--- src/rtl/nx_ctrl_byte_bridge_pkg.sv ---
// Shared definitions for the nx_control host byte bridge.
package nx_ctrl_byte_bridge_pkg;

    localparam int unsigned NX_MESSAGE_WIDTH = 32;

    typedef logic [NX_MESSAGE_WIDTH-1:0] nx_ctrl_req_t;
    typedef logic [NX_MESSAGE_WIDTH-1:0] nx_ctrl_resp_t;

    typedef enum logic {
        NX_BRIDGE_IDLE,
        NX_BRIDGE_SEND
    } nx_bridge_tx_state_t;

    function automatic int unsigned nx_bytes_per_msg(input int unsigned width);
        return width / 8;
    endfunction

endpackage

--- src/rtl/nx_ctrl_byte_bridge_serialiser.sv ---
// Response serialiser: latches one response word and emits it MSB byte first.
module nx_byte_serialiser
    import nx_ctrl_byte_bridge_pkg::*;
#(
    parameter int unsigned MSG_WIDTH = NX_MESSAGE_WIDTH
) (
    input  logic                 clk_i,
    input  logic                 rst_i,
    input  logic [MSG_WIDTH-1:0] i_word,
    input  logic                 i_word_valid,
    output logic                 o_word_ready,
    output logic [7:0]           o_byte,
    output logic                 o_byte_valid,
    input  logic                 i_byte_ready
);

    localparam int unsigned NB = nx_bytes_per_msg(MSG_WIDTH);
    localparam int unsigned CW = $clog2(NB) + 1;

    nx_bridge_tx_state_t  r_state;
    logic [MSG_WIDTH-1:0] r_word;
    logic [CW-1:0]        r_count;
    logic                 r_ready;
    logic                 r_valid;

    always_ff @(posedge clk_i or posedge rst_i) begin
        if (rst_i) begin
            r_state <= NX_BRIDGE_IDLE;
            r_word  <= '0;
            r_count <= '0;
            r_ready <= 1'b0;
            r_valid <= 1'b0;
        end else begin
            case (r_state)
                NX_BRIDGE_IDLE: begin
                    if (r_ready && i_word_valid) begin
                        r_word  <= i_word;
                        r_count <= '0;
                        r_ready <= 1'b0;
                        r_valid <= 1'b1;
                        r_state <= NX_BRIDGE_SEND;
                    end else begin
                        r_ready <= 1'b1;
                    end
                end
                NX_BRIDGE_SEND: begin
                    if (i_byte_ready) begin
                        r_word  <= r_word << 8;
                        r_count <= r_count + 1'b1;
                        // Last byte: ready rises the cycle after it leaves
                        if (r_count == CW'(NB - 1)) begin
                            r_valid <= 1'b0;
                            r_ready <= 1'b1;
                            r_state <= NX_BRIDGE_IDLE;
                        end
                    end
                end
                default: r_state <= NX_BRIDGE_IDLE;
            endcase
        end
    end

    assign o_word_ready = r_ready;
    assign o_byte_valid = r_valid;
    assign o_byte       = r_word[MSG_WIDTH-1 -: 8];

endmodule

--- src/rtl/nx_ctrl_byte_bridge.sv ---
// Host framing stage for nx_control: byte-to-request assembly with stale-frame
// timeout, and response-to-byte serialisation.
module nx_ctrl_byte_bridge
    import nx_ctrl_byte_bridge_pkg::*;
#(
    parameter int unsigned MSG_WIDTH = NX_MESSAGE_WIDTH,
    parameter int unsigned TIMEOUT   = 1024
) (
    input  logic                 clk_i,
    input  logic                 rst_i,
    input  logic [7:0]           host_rx_data_i,
    input  logic                 host_rx_valid_i,
    output logic                 host_rx_ready_o,
    output logic [7:0]           host_tx_data_o,
    output logic                 host_tx_valid_o,
    input  logic                 host_tx_ready_i,
    output logic [MSG_WIDTH-1:0] req_data_o,
    output logic                 req_valid_o,
    input  logic                 req_ready_i,
    input  logic [MSG_WIDTH-1:0] resp_data_i,
    input  logic                 resp_valid_i,
    output logic                 resp_ready_o,
    output logic                 frame_drop_o
);

    localparam int unsigned NB = nx_bytes_per_msg(MSG_WIDTH);
    localparam int unsigned CW = $clog2(NB) + 1;
    localparam int unsigned TW = (TIMEOUT > 0) ? $clog2(TIMEOUT + 1) : 1;

    logic [MSG_WIDTH-1:0] r_shift;
    logic [CW-1:0]        r_rx_count;
    logic [TW-1:0]        r_to_cnt;
    logic                 r_req_valid;
    logic                 r_rx_ready;
    logic                 r_drop;
    logic                 w_rx_acc;

    assign w_rx_acc = host_rx_valid_i && r_rx_ready;

    always_ff @(posedge clk_i or posedge rst_i) begin
        if (rst_i) begin
            r_shift     <= '0;
            r_rx_count  <= '0;
            r_to_cnt    <= '0;
            r_req_valid <= 1'b0;
            r_rx_ready  <= 1'b0;
            r_drop      <= 1'b0;
        end else begin
            r_drop <= 1'b0;

            // Registered copy of !req_valid so the ready output is 0 in reset
            if (r_req_valid) begin
                if (req_ready_i) begin
                    r_req_valid <= 1'b0;
                    r_rx_ready  <= 1'b1;
                end
            end else begin
                r_rx_ready <= 1'b1;
            end

            if (w_rx_acc) begin
                r_shift  <= {r_shift[MSG_WIDTH-9:0], host_rx_data_i};
                r_to_cnt <= '0;
                if (r_rx_count == CW'(NB - 1)) begin
                    r_rx_count  <= '0;
                    r_req_valid <= 1'b1;
                    r_rx_ready  <= 1'b0;
                end else begin
                    r_rx_count <= r_rx_count + 1'b1;
                end
            end else if (r_rx_count == '0) begin
                r_to_cnt <= '0;
            end else if (TIMEOUT != 0) begin
                // Expiry lands on the TIMEOUT-th idle cycle; counter never passes it
                if (r_to_cnt == TW'(TIMEOUT - 1)) begin
                    r_rx_count <= '0;
                    r_shift    <= '0;
                    r_to_cnt   <= '0;
                    r_drop     <= 1'b1;
                end else begin
                    r_to_cnt <= r_to_cnt + 1'b1;
                end
            end
        end
    end

    assign host_rx_ready_o = r_rx_ready;
    assign req_valid_o     = r_req_valid;
    assign req_data_o      = r_shift;
    assign frame_drop_o    = r_drop;

    nx_byte_serialiser #(
        .MSG_WIDTH (MSG_WIDTH)
    ) u_tx (
        .clk_i        (clk_i),
        .rst_i        (rst_i),
        .i_word       (resp_data_i),
        .i_word_valid (resp_valid_i),
        .o_word_ready (resp_ready_o),
        .o_byte       (host_tx_data_o),
        .o_byte_valid (host_tx_valid_o),
        .i_byte_ready (host_tx_ready_i)
    );

endmodule

--- config.mk ---
export PLATFORM = sky130hd
export DESIGN_NAME = nx_ctrl_byte_bridge
export DESIGN_NICKNAME = d
export VERILOG_FILES = /design/src/rtl/nx_ctrl_byte_bridge_pkg.sv /design/src/rtl/nx_ctrl_byte_bridge_serialiser.sv /design/src/rtl/nx_ctrl_byte_bridge.sv
export SDC_FILE = /design/constraint.sdc
export NUM_CORES = 1
export LEC_CHECK = 0
export CAP_MARGIN = 0
export CELL_PAD_IN_SITES_DETAIL_PLACEMENT = 0
export CELL_PAD_IN_SITES_GLOBAL_PLACEMENT = 1
export CORE_MARGIN = 3
export CORE_UTILIZATION = 38
export CTS_BUF_LIST = sky130_fd_sc_hd__clkbuf_4 sky130_fd_sc_hd__clkbuf_8
export DETAILED_ROUTE_END_ITERATION = 16
export GPL_TIMING_DRIVEN = 1
export PLACE_DENSITY = 0.75
export RECOVER_POWER = 50
export SLEW_MARGIN = 10
export SYNTH_ARGS = -nofsm -noshare
export SYNTH_HDL_FRONTEND = slang
export SYNTH_HIERARCHICAL = 1
export SYNTH_SLANG_ARGS = --single-unit
--- constraint.sdc ---
create_clock -name clk_i -period 1.65 [get_ports clk_i]
set_clock_uncertainty 0.1 [all_clocks]
set_input_delay 0.495 -clock clk_i [delete_from_list [all_inputs] [get_ports clk_i]]
set_output_delay 0.495 -clock clk_i [all_outputs]
set_load 0.1 [all_outputs]
==> impl_metrics.csv, run 1 <==
group,metric,value,unit
die,start_util,39.1,%
timing,tightestPinTransition,0.533,ns
die,ioPinCount,91,
placed_design,dpl_cell_area,6160,sq um
grt,overflow,0,
worst_setup_path,path_cells,"buf_6, buf_12",
logic_synthesis,ys.flop_type,"dfrtp_1",
clock_tree,cts-root-buf,"clkbuf_8",
die,core_area,11500,sq um
worst_setup_path,critPathBufInv,2,
worst_setup_path,start_kind,"flip-flop",
power_and_ir_drop,leakage,2.82,nW
clock_tree,cts_sinks,87,
die,die_height,115,microns
logic_synthesis,yosysTopAreaCell,"dfrtp_1",
logic_synthesis,async_flop_share,100,%
clock_tree,tritoncts,"built",
worst_setup_path,required,1.05,ns
route,viasPerCell,5.39,
worst_setup_path,critPathKind,"flip-flop to output pin",
worst_setup_path,cp.depth,2,
logic_synthesis,syn_inst,392,
grt,grtUsageMet2,26.5,%
power_and_ir_drop,swShare,46.6,%
worst_setup_path,r2r-end,"r_to_cnt[8]",
route,wirelength,10.8,mm
power_and_ir_drop,p_int,6.52,mW
worst_setup_path,path_max_fanout,2,
power_and_ir_drop,p_clk_share,14.0,%
grt,grtUsageMet1,23.1,%
power_and_ir_drop,power_frac_comb,57.2,%
worst_setup_path,timing.rr.start,"r_to_cnt[4]",
timing,hold_viol,0,
worst_setup_path,cp_slowest_cell,"dfrtp_2",
logic_synthesis,seq_area_frac_synth,48.5,%
worst_setup_path,critPathTopFamily,"flip-flops",
route,wl_per_cell,16.8,microns
die,core.rowCount,39,
layout,layout_commonest_cell,"dfrtp_1",
grt,grt_pass1_wl,17.8,mm
clock_tree,cts_made_buffers,9,
worst_setup_path,reg2reg_slack,0.09,ns
die,dieWidth,115,microns
power_and_ir_drop,seqPwrFrac,28.8,%
timing,fin_crit,1.63,ns
route,drt_iter0_drc,121,
layout,area_growth_syn_to_layout,43.2,%
grt,grt_pass1_vias,3509,
placed_design,dp_cells,619,
grt,grt_use_met3,3.49,%
worst_setup_path,reg2reg_depth,4,
logic_synthesis,netlist.area_leader.share,48.5,%
placed_design,io_buffer_count,90,
timing,hold_slack,0.426,ns
timing,report.final.slew_viol_count,0,
timing,fmaxAchievable,612,MHz
logic_synthesis,ys_warn_count,6,
logic_synthesis,avgSynthCellArea,11.4,sq um
layout,layout_common_cells,"83 x dfrtp_1, 60 x a21oi_1, 52 x buf_12",
outcome,outcome,"finished clean",
logic_synthesis,yosys-top-cells-area,"dfrtp_1 49%, mux2i_1 7.4%, a21oi_1 6.7%, a221oi_2 6.7%, and4bb_2 5.6%",
worst_setup_path,crit_end,"host_rx_ready_o",
placed_design,globalplace.congestion,0.807,
logic_synthesis,synth_cell_type_count,45,
clock_tree,cts_buffer_depth,2,
worst_setup_path,cp-startpoint,"host_rx_ready_o",
worst_setup_path,cp-end-kind,"output pin",
route,drc,0,
logic_synthesis,syn_area,4490,sq um
power_and_ir_drop,peakVddDrop,1.41,mV
route,vias,3451,
clock_tree,htree_levels,3,
timing,rsz0062_at_grt,"yes",
min_path,min_path_cells,2,
power_and_ir_drop,p_per_area,1900,nW/um^2
clock_tree,clock_latency,0.35,ns
timing,post-route-period-util,99.0,%
layout,nNetsFinal,543,
grt,grt_max_degree,39,
worst_setup_path,arrival,1.04,ns
timing,slew_headroom,64.5,%
clock_tree,cts_hold_buffers,0,
die,dieArea,13100,sq um
logic_synthesis,synth-edff-count,0,
clock_tree,clk_pin_slew,0.09,ns
logic_synthesis,ys_ff_latch,87,
min_path,hold_class,"flip-flop to flip-flop",
layout,stdcell_count,640,
layout,fill_cells,1003,
grt,busiest_layer,"met2",
timing,setup_viol,0,
layout,antenna_cells,0,
worst_setup_path,crit_path_max_incr_delay,0.42,ns
layout,layout-drive-gt1-share,32.2,%
grt,antenna_found_initial,0,
route,ant_nets,0,
layout,post-route-cell-area,6420,sq um
power_and_ir_drop,power.switching,5.68,mW
route,drt-pass1-iter-count,4,
placed_design,dpl.hpwl,7.46,mm
logic_synthesis,synth_nets,443,
run,cap_violations,0,
grt,grt.total_usage,16.6,%
==> cell type report <==
cell class	count	area, sq um	share of cell area [%]
clock buffers	10	138	2.14
clock inverters	6	91.3	1.42
inverters	34	129	2.01
multi-input cells	226	1910	29.8
flip-flops and latches	87	2180	34.0
well taps	143	179	2.79
repair buffers	134	1790	27.9
==> metal layers <==
metal	part of all wire [%]	wire, microns
met5	0	0
met4	1.4	148
met3	4.7	509
met2	50	5340
met1	44	4750
==> flip-flops by register name (all words and copies together) (netlist names) <==
name,cells
frame_drop_o,1
host_rx_ready_o,1
r_rx_count,3
r_to_cnt,11
req_data_o,32
req_valid_o,1
u_tx/o_byte_valid,1
u_tx/o_word_ready,1
u_tx/r_count,3
u_tx/r_state,1
u_tx/r_word,32
==> power groups by stage <==
stage	Combinational [mW]	Clock [mW]	Sequential (mW)
after floorplan	2.93	0	5.18
after global placement	6.85	0	3.58
after detailed placement	6.92	0	3.60
after CTS	7.00	1.76	3.52
after global routing	7.33	1.84	3.61
final	6.97	1.71	3.52
==> worst min path at each step <==
stage                    start              end
2_1_floorplan      r_to_cnt[0]      r_to_cnt[0]
3_3_place_gp   u_tx/r_word[15]  u_tx/r_word[23]
3_5_place_dp   u_tx/r_word[20]  u_tx/r_word[28]
4_1_cts                  rst_i    r_rx_count[2]
5_1_grt        u_tx/r_word[14]  u_tx/r_word[22]
6_report        u_tx/r_word[7]  u_tx/r_word[15]
==> through the flow <==
stage	setup TNS, ns	total power [mW]	worst slack (ns)	util, %
floorplan	-4.31	8.12	-0.132	-
global placement	-23.41	10.4	-0.337	53.7
detailed placement	-24.44	10.5	-0.375	53.7
CTS	-0.00980	12.3	-0.00980	55.9
global route	-0.0254	12.8	-0.0213	56.0
finish	0	12.2	0.0170	56.0
==> worst reg2reg max path: stages, from the launching register on <==
cell     delay [ns]
dfrtp_1        0.39
nand4_2        0.17
buf_6          0.19
or4_1          0.46
a21oi_1        0.18
==> cells by family after synthesis <==
group / share of synthesized area [%]
AO/OA/AOI/OAI: 18.5
XOR/XNOR: 0.586
multiplexers: 7.36
adder cells (fa/ha/maj): 1.39
flip-flops: 48.5
buffers and inverters: 9.15
AND/OR/NAND/NOR: 14.5
==> synth_stat cells, drive strengths merged (8+ instances only) <==
| cell type | n |
|---|---|
| nand3 | 8 |
| and4bb | 23 |
| o31ai | 12 |
| dfrtp | 87 |
| mux2i | 33 |
| clkbuf | 10 |
| nand2 | 8 |
| buf | 35 |
| inv | 34 |
| a21oi | 60 |
| a221oi | 24 |
| nand4b | 10 |
==> repair_timing <==
item,CTS,global route
gates cloned,0,1
gates resized for setup,2,5
setup buffers,2,2
endpoints found under the setup margin,2,22
Power figures use the tool's default switching activity.
==> run 2: changes to the inputs <==
CAP_MARGIN = not set   (was 0)
==> results of run 2 <==
Same layout as run 1: the final DEF is identical, and so are final timing and power.
==> run 3: changes to the inputs <==
CORE_UTILIZATION = 42   (was 38)
PLACE_DENSITY = 0.78   (was 0.75)
clock period = 1.6 ns   (was 1.65 ns; I/O delays follow)
==> run 3 against run 2 <==
  * Largest cell class unchanged
  * The flow now finishes with violations (setup timing)
  * Total power up 6.6%
  * Highest routed layer unchanged
  * Non-clock buffer count up 15
  * First-iteration DRC count up 31%
==> impl_metrics.csv, run 3 (synthesis results as in run 1) <==
group,metric,value,unit
route,dr_wl_met3,417,microns
layout,final_util,63.8,%
clock_tree,cts_buffer_depth,2,
clock_tree,cts_made_buffers,9,
route,maxUsedRoutingLayer,"met4",
die,dieArea,12000,sq um
worst_setup_path,path_max_fanout,2,
worst_setup_path,cp_slowest_cell,"dfrtp_4",
grt,antenna_found_initial,0,
outcome,violations,"setup timing",
worst_setup_path,timing.rr.start,"r_to_cnt[4]",
grt,grt_pass1_wl,17.9,mm
timing,tightestPinTransition,0.549,ns
timing,hold_viol,0,
worst_setup_path,cp-end-kind,"output pin",
route,wirelength,11.7,mm
clock_tree,cts-root-buf,"clkbuf_8",
outcome,outcome,"finished, violations left",
timing,slew_headroom,63.4,%
timing,post-route-period-util,106,%
clock_tree,tritoncts,"built",
worst_setup_path,crit_path_max_incr_delay,0.48,ns
timing,setup_viol,2,
placed_design,globalplace.congestion,0.736,
die,dieWidth,109,microns
min_path,hold_class,"flip-flop to flip-flop",
clock_tree,cts_sinks,87,
worst_setup_path,required,1.02,ns
min_path,hp-start,"u_tx/r_word[8]",
placed_design,io_buffer_count,90,
timing,report.final.slew_viol_count,0,
worst_setup_path,cp-startpoint,"host_rx_ready_o",
timing,setup_ws,-0.0967,ns
placed_design,dp_slack,-0.393,ns
worst_setup_path,critPathKind,"flip-flop to output pin",
power_and_ir_drop,leakage,2.91,nW
route,drt_iter0_drc,159,
route,wl_per_cell,18.0,microns
timing,rsz0062_at_grt,"yes",
worst_setup_path,path_cells,"buf_6, buf_12",
die,start_util,43.3,%
route,wl_met1,5.38,mm
run,cap_violations,0,
worst_setup_path,arrival,1.12,ns
layout,layout-drive-gt1-share,36.9,%
layout,antenna_cells,0,
placed_design,dpl.hpwl,7.69,mm
clock_tree,htree_levels,3,
clock_tree,clk_pin_slew,0.09,ns
grt,grt_max_degree,39,
grt,grt_pass1_vias,3369,
worst_setup_path,start_kind,"flip-flop",
clock_tree,clock_latency,0.35,ns
layout,area_growth_syn_to_layout,47.5,%
die,ioPinCount,91,
layout,layout_common_cells,"73 x dfrtp_1, 60 x a21oi_1, 52 x buf_12",
route,drc,0,
power_and_ir_drop,peakVddDrop,1.21,mV
timing,hold_slack,0.430,ns
layout,layout_commonest_cell,"dfrtp_1",
layout,nNetsFinal,558,
die,core_area,10400,sq um
grt,overflow,0,
power_and_ir_drop,p_per_area,1970,nW/um^2
die,die_height,109,microns
timing,fin_crit,1.70,ns
route,viasPerCell,5.43,
grt,grt.total_usage,19.3,%
route,drt-pass1-iter-count,4,
route,dr_wl_met2,5.78,mm
die,core.rowCount,37,
timing,fmaxAchievable,589,MHz
route,ant_nets,0,
route,vias,3517,
## run 3: changes by cell type in the layout (fill, tap and decap cells not counted), sizes merged
cell	delta
clkinvlp	+2
buf	+14
dlymetal6s2s	-1
clkinv	-2
clkdlybuf4s50	+1
inv	-2
clkbuf	+2
bufinv	+1
## run 3: metal layers
| layer | GRT usage, % | up-vias |
|---|---|---|
| li1 | - | 1668 |
| met2 | 29.7 | 73 |
| met1 | 28.3 | 1770 |
| met5 | 0 | - |
| met3 | 2.41 | 6 |
| met4 | 6.41 | 0 |
## run 3: worst paths after layout
| check | depth (start not counted) | endpoint | slack, ns |
|---|---|---|---|
| min in group asynchronous | 2 | frame_drop_o | 0.48 |
| max in group asynchronous | 3 | req_data_o[14] | 0.14 |
| worst min-delay path | 2 | u_tx/r_word[16] | 0.43 |
| worst max register to register | 5 | r_to_cnt[9] | 0.01 |
| worst max-delay path | 2 | host_rx_ready_o | -0.1 |
| worst min register to register | 2 | u_tx/r_word[16] | 0.43 |
## run 3: power breakdown
part / total [mW] / internal, mW / switching [mW]
clock: 1.88 / 1.10 / 0.784
sequential: 3.68 / 2.97 / 0.719
combinational: 7.44 / 2.96 / 4.48
## run 3: critical path, delay by kind of cell (launching register included)
family                 cells  cell delay [ns]
DFF                        1             0.48
buffers and inverters      2             0.28
## run 3: timing repair
item,CTS,global route
pin swaps,0,1
buffers inserted,5,10
gates cloned,0,3
hold buffers,0,0
resized for setup,7,14
setup endpoints to repair,10,62
## run 3: metrics by stage
stage	std cells	total power, mW	setup TNS, ns	cell area [sq um]
after floorplan	392	8.39	-5.03	4510
after global placement	614	10.8	-20.02	6170
after detailed placement	614	10.9	-21.96	6170
after CTS	635	12.9	-0.152	6470
after global routing	648	13.6	-0.655	6620
final	648	13.0	-0.128	6620
## run 3: final cells by class
| cell class | count | area [sq um] |
|---|---|---|
| sequential | 87 | 2200 |
| clock buffer | 11 | 145 |
| clock inverter | 5 | 105 |
| fill | 814 | 3750 |
| timing repair buffer | 149 | 1940 |
| tap | 136 | 170 |
| inverter | 34 | 129 |
| multi-input combinational | 226 | 1930 |
